==> config.mk <==
export PLATFORM = sky130hd
export DESIGN_NAME = ag32gbd_reg_responder
export DESIGN_NICKNAME = d
export VERILOG_FILES = /design/src/rtl/ag32gbd_pkg.sv /design/src/rtl/ag32gbd_lat_counter.sv /design/src/rtl/ag32gbd_reg_responder.sv
export SDC_FILE = /design/constraint.sdc
export NUM_CORES = 1
export LEC_CHECK = 0
export ABC_AREA = 1
export BUFFER_PORTS_ARGS = -buffer_cell sky130_fd_sc_hd__buf_4
export CORE_MARGIN = 8
export CORE_UTILIZATION = 36
export CTS_CLUSTER_SIZE = 8
export DETAILED_ROUTE_END_ITERATION = 7
export PLACE_DENSITY_LB_ADDON = 0.25
export SYNTH_ARGS = -nofsm -noshare
export SYNTH_HDL_FRONTEND = slang
export SYNTH_SLANG_ARGS = --single-unit
==> constraint.sdc <==
create_clock -name sys_clock -period 1.77 [get_ports sys_clock]
set_clock_uncertainty 0.2 [all_clocks]
set_input_delay 0.354 -clock sys_clock [delete_from_list [all_inputs] [get_ports sys_clock]]
set_output_delay 0.354 -clock sys_clock [all_outputs]
set_load 0.02 [all_outputs]
==> src/rtl/ag32gbd_pkg.sv <==
// Shared constants and FSM encoding for the sampler register-read responder.
// Address map: camera registers at the bottom, dither thresholds from DITHER_BASE.
package ag32gbd_pkg;

    localparam int ADDR_W       = 10;
    localparam int DATA_W       = 8;
    localparam int DITHER_WORDS = 48;
    localparam int REG_WORDS    = 54;
    localparam logic [ADDR_W-1:0] DITHER_BASE = 10'h200;

    localparam logic [3:0] ST_IDLE_OH  = 4'b0001;
    localparam logic [3:0] ST_ISSUE_OH = 4'b0010;
    localparam logic [3:0] ST_WAIT_OH  = 4'b0100;
    localparam logic [3:0] ST_DONE_OH  = 4'b1000;

    typedef enum logic [3:0] {
        ST_IDLE  = ST_IDLE_OH,
        ST_ISSUE = ST_ISSUE_OH,
        ST_WAIT  = ST_WAIT_OH,
        ST_DONE  = ST_DONE_OH
    } state_t;

endpackage

==> src/rtl/ag32gbd_lat_counter.sv <==
// Loadable 2-bit down counter that tracks outstanding BRAM read latency.
// Saturates at zero; zero flag marks the capture cycle.
module ag32gbd_lat_counter (
    input  logic       clk,
    input  logic       srst,
    input  logic       load,
    input  logic [1:0] load_val,
    input  logic       dec,
    output logic       zero
);

    logic [1:0] count_q;
    logic [1:0] count_d;

    always_comb begin
        count_d = count_q;
        if (load) begin
            count_d = load_val;
        end else if (dec && (count_q != 2'd0)) begin
            count_d = count_q - 2'd1;
        end
    end

    always_ff @(posedge clk) begin
        if (srst) begin
            count_q <= 2'd0;
        end else begin
            count_q <= count_d;
        end
    end

    assign zero = (count_q == 2'd0);

endmodule

==> src/rtl/ag32gbd_reg_responder.sv <==
// Responder for the register-read handshake: shares one BRAM port with host writes
// (writes always win), forwards late writes to the read address, four-phase Done.
module ag32gbd_reg_responder
    import ag32gbd_pkg::*;
#(
    parameter int READ_LATENCY = 1,
    parameter int DEPTH        = 1024
) (
    input  logic              sys_clock,
    input  logic              sys_reset,
    input  logic              RequestReadReg,
    input  logic [ADDR_W-1:0] RegReadAddr,
    output logic [DATA_W-1:0] RegReadOutput,
    output logic              RegReadDone,
    input  logic              HostWrEn,
    input  logic [ADDR_W-1:0] HostWrAddr,
    input  logic [DATA_W-1:0] HostWrData,
    output logic [ADDR_W-1:0] BramAddr,
    output logic              BramWrEn,
    output logic [DATA_W-1:0] BramWrData,
    input  logic [DATA_W-1:0] BramRdData
);

    localparam logic [1:0]  LAT_LOAD = 2'(READ_LATENCY - 1);
    localparam logic [31:0] DEPTH_U  = 32'(DEPTH);

    state_t            state_q, state_d;
    logic [ADDR_W-1:0] rd_addr_q, rd_addr_d;
    logic [DATA_W-1:0] out_q, out_d;
    logic              done_q, done_d;
    logic              fwd_vld_q, fwd_vld_d;
    logic [DATA_W-1:0] fwd_data_q, fwd_data_d;
    logic              cnt_load, cnt_dec, cnt_zero;
    logic              rd_oor, wr_hit;
    logic [DATA_W-1:0] cap_data;

    ag32gbd_lat_counter u_lat_counter (
        .clk      (sys_clock),
        .srst     (sys_reset),
        .load     (cnt_load),
        .load_val (LAT_LOAD),
        .dec      (cnt_dec),
        .zero     (cnt_zero)
    );

    assign rd_oor = (32'(rd_addr_q) >= DEPTH_U);
    assign wr_hit = HostWrEn && (HostWrAddr == rd_addr_q);

    // Newest source wins: a write in the capture cycle beats one seen earlier in WAIT.
    always_comb begin
        if (rd_oor) begin
            cap_data = '0;
        end else if (wr_hit) begin
            cap_data = HostWrData;
        end else if (fwd_vld_q) begin
            cap_data = fwd_data_q;
        end else begin
            cap_data = BramRdData;
        end
    end

    always_comb begin
        BramAddr   = rd_addr_q;
        BramWrEn   = 1'b0;
        BramWrData = '0;
        if (HostWrEn) begin
            BramAddr   = HostWrAddr;
            BramWrEn   = 1'b1;
            BramWrData = HostWrData;
        end
    end

    always_comb begin
        state_d    = state_q;
        rd_addr_d  = rd_addr_q;
        out_d      = out_q;
        done_d     = done_q;
        fwd_vld_d  = fwd_vld_q;
        fwd_data_d = fwd_data_q;
        cnt_load   = 1'b0;
        cnt_dec    = 1'b0;
        case (state_q)
            ST_IDLE: begin
                if (RequestReadReg && !done_q) begin
                    rd_addr_d = RegReadAddr;
                    fwd_vld_d = 1'b0;
                    state_d   = ST_ISSUE;
                end
            end
            ST_ISSUE: begin
                if (!RequestReadReg) begin
                    state_d = ST_IDLE;
                end else if (!HostWrEn) begin
                    cnt_load = 1'b1;
                    state_d  = ST_WAIT;
                end
            end
            ST_WAIT: begin
                if (!RequestReadReg) begin
                    state_d = ST_IDLE;
                end else if (cnt_zero) begin
                    out_d   = cap_data;
                    done_d  = 1'b1;
                    state_d = ST_DONE;
                end else begin
                    cnt_dec = 1'b1;
                    if (wr_hit) begin
                        fwd_vld_d  = 1'b1;
                        fwd_data_d = HostWrData;
                    end
                end
            end
            ST_DONE: begin
                if (!RequestReadReg) begin
                    done_d  = 1'b0;
                    state_d = ST_IDLE;
                end
            end
            default: begin
                done_d  = 1'b0;
                state_d = ST_IDLE;
            end
        endcase
    end

    always_ff @(posedge sys_clock) begin
        if (sys_reset) begin
            state_q    <= ST_IDLE;
            rd_addr_q  <= '0;
            out_q      <= '0;
            done_q     <= 1'b0;
            fwd_vld_q  <= 1'b0;
            fwd_data_q <= '0;
        end else begin
            state_q    <= state_d;
            rd_addr_q  <= rd_addr_d;
            out_q      <= out_d;
            done_q     <= done_d;
            fwd_vld_q  <= fwd_vld_d;
            fwd_data_q <= fwd_data_d;
        end
    end

    assign RegReadOutput = out_q;
    assign RegReadDone   = done_q;

endmodule

==> Yosys cells after proc, flatten, opt, wreduce, memory -nomap -nowiden <==
Index checks and enable logic that the tools add are counted.
{ "op_classes": {"div_mod_pow": 0, "mul": 0, "n_bitwise": 2, "n_mux": 27, "n_addsub": 1, "n_eq_ne": 13, "order_cmp": 0, "n_shift": 0, "n_reduce_logical": 15} }
{ "ops": {"columns": ["op", "n"], "rows": [
  ["two-way mux 4 bit", 6],
  ["two-way mux 8 bit", 3],
  ["one-hot mux 4 bit (4 select lines)", 1],
  ["two-way mux 1 bit", 14],
  ["inequality test 2 bit, second input constant", 6],
  ["AND reduction 4 bit", 3],
  ["== test 10 bit", 1],
  ["two-way mux 10 bit", 1],
  ["inequality test 3 bit, second input constant", 2],
  ["AND reduction 5 bit", 1],
  ["== test 4 x 1 -> 1 bit, second input constant", 1],
  ["== test 4 x 2 -> 1 bit, second input constant", 1],
  ["== test 4 x 3 -> 1 bit, second input constant", 1],
  ["== test 4 bit, second input constant", 1],
  ["nonzero test 2 bit", 2],
  ["OR reduction 2 bit", 2],
  ["logical AND 1 bit", 3],
  ["one-hot mux 1 bit (3 select lines)", 1],
  ["AND reduction 3 bit", 1],
  ["logical NOT 2 bit", 1],
  ["inverter 1 bit", 2],
  ["one-hot mux 1 bit (2 select lines)", 1],
  ["AND reduction 2 bit", 1],
  ["subtractor 2 x 1 -> 2 bit, second input constant", 1],
  ["logical NOT 1 bit", 1]
]} }
{ "word_totals": {"regBits": 34, "mem_bits_rw": 0, "output_inout_bits": 28, "mem_count": 0, "latchBits": 0, "wordCells": 65, "mem_bits_ro": 0, "input_bits": 40} }

==> Longest topological paths before layout <==
{ "logic_depth": {"ltp_word": 6, "mapped_depth": 11, "ltp_nobuf": 11} }

==> By module <==
A second synthesis with hierarchy kept.
{ "hier_totals": {"hier_cells": 324, "area_unflattened_um2": 1994.4} }
{ "modules_own_cells": {"columns": ["module", "cells_each", "area_per_inst_um2", "seq_area_each_um2", "n_inst"], "rows": [
  ["ag32gbd_reg_responder", 299, 1854.3, 640.6, 1],
  ["ag32gbd_lat_counter", 25, 140.1, 40.0, 1]
]} }

==> Worst setup path before layout <==
OpenSTA, ideal clock, no wires.
{ "synth_path": {"kind": "in2out", "from": "input HostWrEn", "to": "output BramAddr[6]", "n_path_buf": 2, "arrival_ns": 1.153, "setup_slack_ns": 0.063, "cell_stages": 4, "t_required_ns": 1.216, "path_cell_list": "clkbuf_1 > clkbuf_1 > nand2_1 > o21ai_0"} }
{ "synth_between": {"elab_chain_len": 1} }
{ "synth_lines": {"columns": ["item", "line", "text"], "rows": [
  ["start: declaration", "ag32gbd_reg_responder.sv:15", "input logic HostWrEn,"],
  ["two-way mux 10 bit", "ag32gbd_reg_responder.sv:66", "if (HostWrEn) begin"],
  ["end: declaration", "ag32gbd_reg_responder.sv:18", "output logic [ADDR_W-1:0] BramAddr,"]
]} }
No other way between the ends.

==> Final worst setup path <==
{ "layout_path": {"from": "register u_lat_counter.count_q[0]", "to": "register fwd_data_q[1]"} }
{ "layout_between": {"elab_chain_len": 3} }
{ "layout_lines": {"columns": ["item", "line", "text"], "rows": [
  ["start: declaration", "ag32gbd_lat_counter.sv:12", "logic [1:0] count_q;"],
  ["start signal: assignment", "ag32gbd_lat_counter.sv:28", "count_q <= count_d;"],
  ["logical NOT 2 bit", "ag32gbd_lat_counter.sv:32", "assign zero = (count_q == 2'd0);"],
  ["inverter 1 bit (no source line)", null, null],
  ["AND reduction 4 bit (no source line)", null, null],
  ["end signal: assignment", "ag32gbd_reg_responder.sv:140", "fwd_data_q <= fwd_data_d;"],
  ["end: declaration", "ag32gbd_reg_responder.sv:32", "logic [DATA_W-1:0] fwd_data_q, fwd_data_d;"]
]} }
No other way between the ends.
A chain may end at the register's enable or synchronous reset.

==> run metrics <==
DRT iter0 DRCs=100; reg2reg setup slack=150 ps; Hold/Removal Path Class=in -> reg; initial antenna violation count=0; relative slew slack=73.9%; largest net degree at the start of global routing=18; placed insts=466; PwrDens=674 nW/um^2; antenna-violating nets left=0; Max Used Layer=met4; hold_sp=sys_reset; area of the core=5470 sq um; DRC viols=0; clock transition at the registers of the reported paths=70 ps; kind of critical path=reg -> reg; Cells on Worst Hold Path=2; Worst Setup Start Kind=register; WL met1=2590 um; status=complete, no violations; final wirelength=5620 um; via count=2,197; minimum clock period=1620 ps; Slew Limit Fails=0; actual slew at the worst max-slew pin=388 ps; Yosys warning count=0; maximum fanout along the worst path=12; CTS tree=done; drt wl/cell=11.8 um; Synth Instances=326; # hold bufs at CTS=0; FP Rows=27; fmax=617 MHz; H-tree depth=2; die width=91.2 um; Hold Path End=fwd_data_q[2]; Clock Tree Root=clkbuf_8; routed vias/inst=4.63; worst r2r src=u_lat_counter.count_q[0]; Worst EP arrival=1610 ps; Clock Path Buffers=2; io pins=68; final setup TNS=0 ps; # nets final=445; CP required=1760 ps; first-pass GRT wire length=9400 um; ANT cells=0; dpl ws=-44.6 ps; cts bufs inserted=5; Final WS setup=150 ps; Area Overhead vs Synth=36.6%; Layout Cells excl Fill=475; FF+latch count, synth=34; crit end category=register; Post-Syn Area=2030 sq um; total global-route track usage=13.6%; final core utilization=50.7%; Final Hold Viols=0; Setup violations, final=0; met2 wire length=2710 um; first drt pass iteration count=4; Max Cap Viol=0; sequential fraction of the synthesis area=33.5%; share of cells above drive strength 1=27.8%; total global routing overflow=0; Lkg Pwr=1.46 nW; DPL Wire Length=4530 um; Post-Syn Area per Cell=6.24 sq um; die area=8310 sq um; Synth cell types=30; most frequent cells in the layout=nand2_1 (93), buf_4 (82), inv_1 (47), o21ai_0 (37), dfxtp_1 (31); vias in the first global route=2,083; clock latency on the worst-skew pair=290 ps; Die Ht=91.2 um; met3 WL=236 um; placer congestion estimate=0.795; Final Cycle Share=91.5%; port bufs=67; Sink Count=34; initial core utilization=37.2%; r2r endpoint=fwd_data_q[1]; most common cell after layout, fill and taps aside=nand2_1; peak supply drop=0.301 mV; R2R cell count=8; Syn Nets=367
## flip-flops by register name (all words and copies together) (netlist names)
register and count:
rd_addr_q 10, RegReadDone 1, u_lat_counter.count_q 2, fwd_vld_q 1
RegReadOutput 8, state_q 4, fwd_data_q 8
## critical path, cell delays in order (launching register included)
cell and delay, ps:
dfxtp_1 350, inv_1 50, ha_1 240, nor2_2 180, nand2_4 70, clkinv_2 80, nand3_4 140, o21ai_1 150
nor2_1 50
## cell families (layout without fill, tap and decap cells)
family | Yosys count | count (layout) | synth area share, %
AO/OA/AOI/OAI | 72 | 72 | 18.7
AND/OR/NAND/NOR | 150 | 150 | 32.3
XOR/XNOR | 2 | 2 | 0.862
adder cells (fa/ha/maj) | 1 | 1 | 0.615
buffers and inverters | 67 | 144 | 14.0
flip-flops | 34 | 34 | 33.5
## repair_timing
action | CTS | global route
setup buffers | 0 | 3
endpoints found under the setup margin | 0 | 13
resized for setup | 0 | 12
## final cells by class
class / instances / area (sq um)
inverters: 55 / 213
flip-flops and latches: 34 / 684
multi-input cells: 225 / 1080
well taps: 72 / 90.1
repair buffers: 83 / 627
clock buffers: 6 / 82.6
fillers: 589 / 2700
## worst max-delay path by stage
stage,start,endpoint
2_1_floorplan,HostWrEn,BramAddr[6]
3_3_place_gp,HostWrAddr[4],RegReadOutput[3]
3_5_place_dp,HostWrAddr[4],RegReadOutput[3]
4_1_cts,u_lat_counter.count_q[0],fwd_data_q[3]
5_1_grt,rd_addr_q[6],fwd_data_q[4]
6_report,u_lat_counter.count_q[0],fwd_data_q[1]
## power breakdown
part           internal (W)  leakage (nW)  switching [W]
registers          0.000800         0.278      0.0000195
logic              0.000209          1.14       0.000267
clock network      0.000300        0.0431       0.000277
## synthesized netlist by cell type
| library cell | instances | area [sq um] |
|---|---|---|
| nand3_4 | 1 | 17.5 |
| nand4_1 | 2 | 12.5 |
| ha_1 | 1 | 12.5 |
| buf_2 | 1 | 5.00 |
| clkinv_2 | 1 | 5.00 |
| o21a_1 | 4 | 30.0 |
| nand2_1 | 95 | 357 |
| o21ai_0 | 38 | 190 |
| nand3b_1 | 6 | 45.0 |
| o21ai_1 | 5 | 25.0 |
| inv_2 | 3 | 11.3 |
| clkbuf_1 | 7 | 26.3 |
| a21oi_1 | 22 | 110 |
| nor2_1 | 26 | 97.6 |
| nand2_2 | 1 | 6.26 |
| xnor2_1 | 2 | 17.5 |
| clkinv_4 | 1 | 8.76 |
| nor3_4 | 1 | 16.3 |
| o211ai_1 | 1 | 7.51 |
| buf_4 | 2 | 15.0 |
| inv_1 | 50 | 188 |
| nor2_2 | 2 | 12.5 |
| buf_8 | 1 | 15.0 |
| nor2_4 | 1 | 11.3 |
| a21oi_2 | 1 | 8.76 |
| o21ai_2 | 1 | 8.76 |
| nand2_4 | 1 | 11.3 |
| dfxtp_1 | 34 | 681 |
| buf_6 | 1 | 11.3 |
| nand3_1 | 14 | 70.1 |
## routing by layer
metal  track usage [%]  up-vias
li1                  -     1173
met1              16.1      974
met2              22.4       44
met3              4.12        6
met4              5.32        0
met5                 0        -
## stage by stage
step / total power (W) / area, sq um / hold WS, ps
after floorplan: 0.00111 / 2030 / 222
after global placement: 0.00130 / 2650 / 238
after detailed placement: 0.00131 / 2650 / 252
after CTS: 0.00189 / 2730 / 91.8
after global routing: 0.00198 / 2780 / 98.4
final: 0.00187 / 2780 / 99.0
Power figures use the tool's default switching activity.
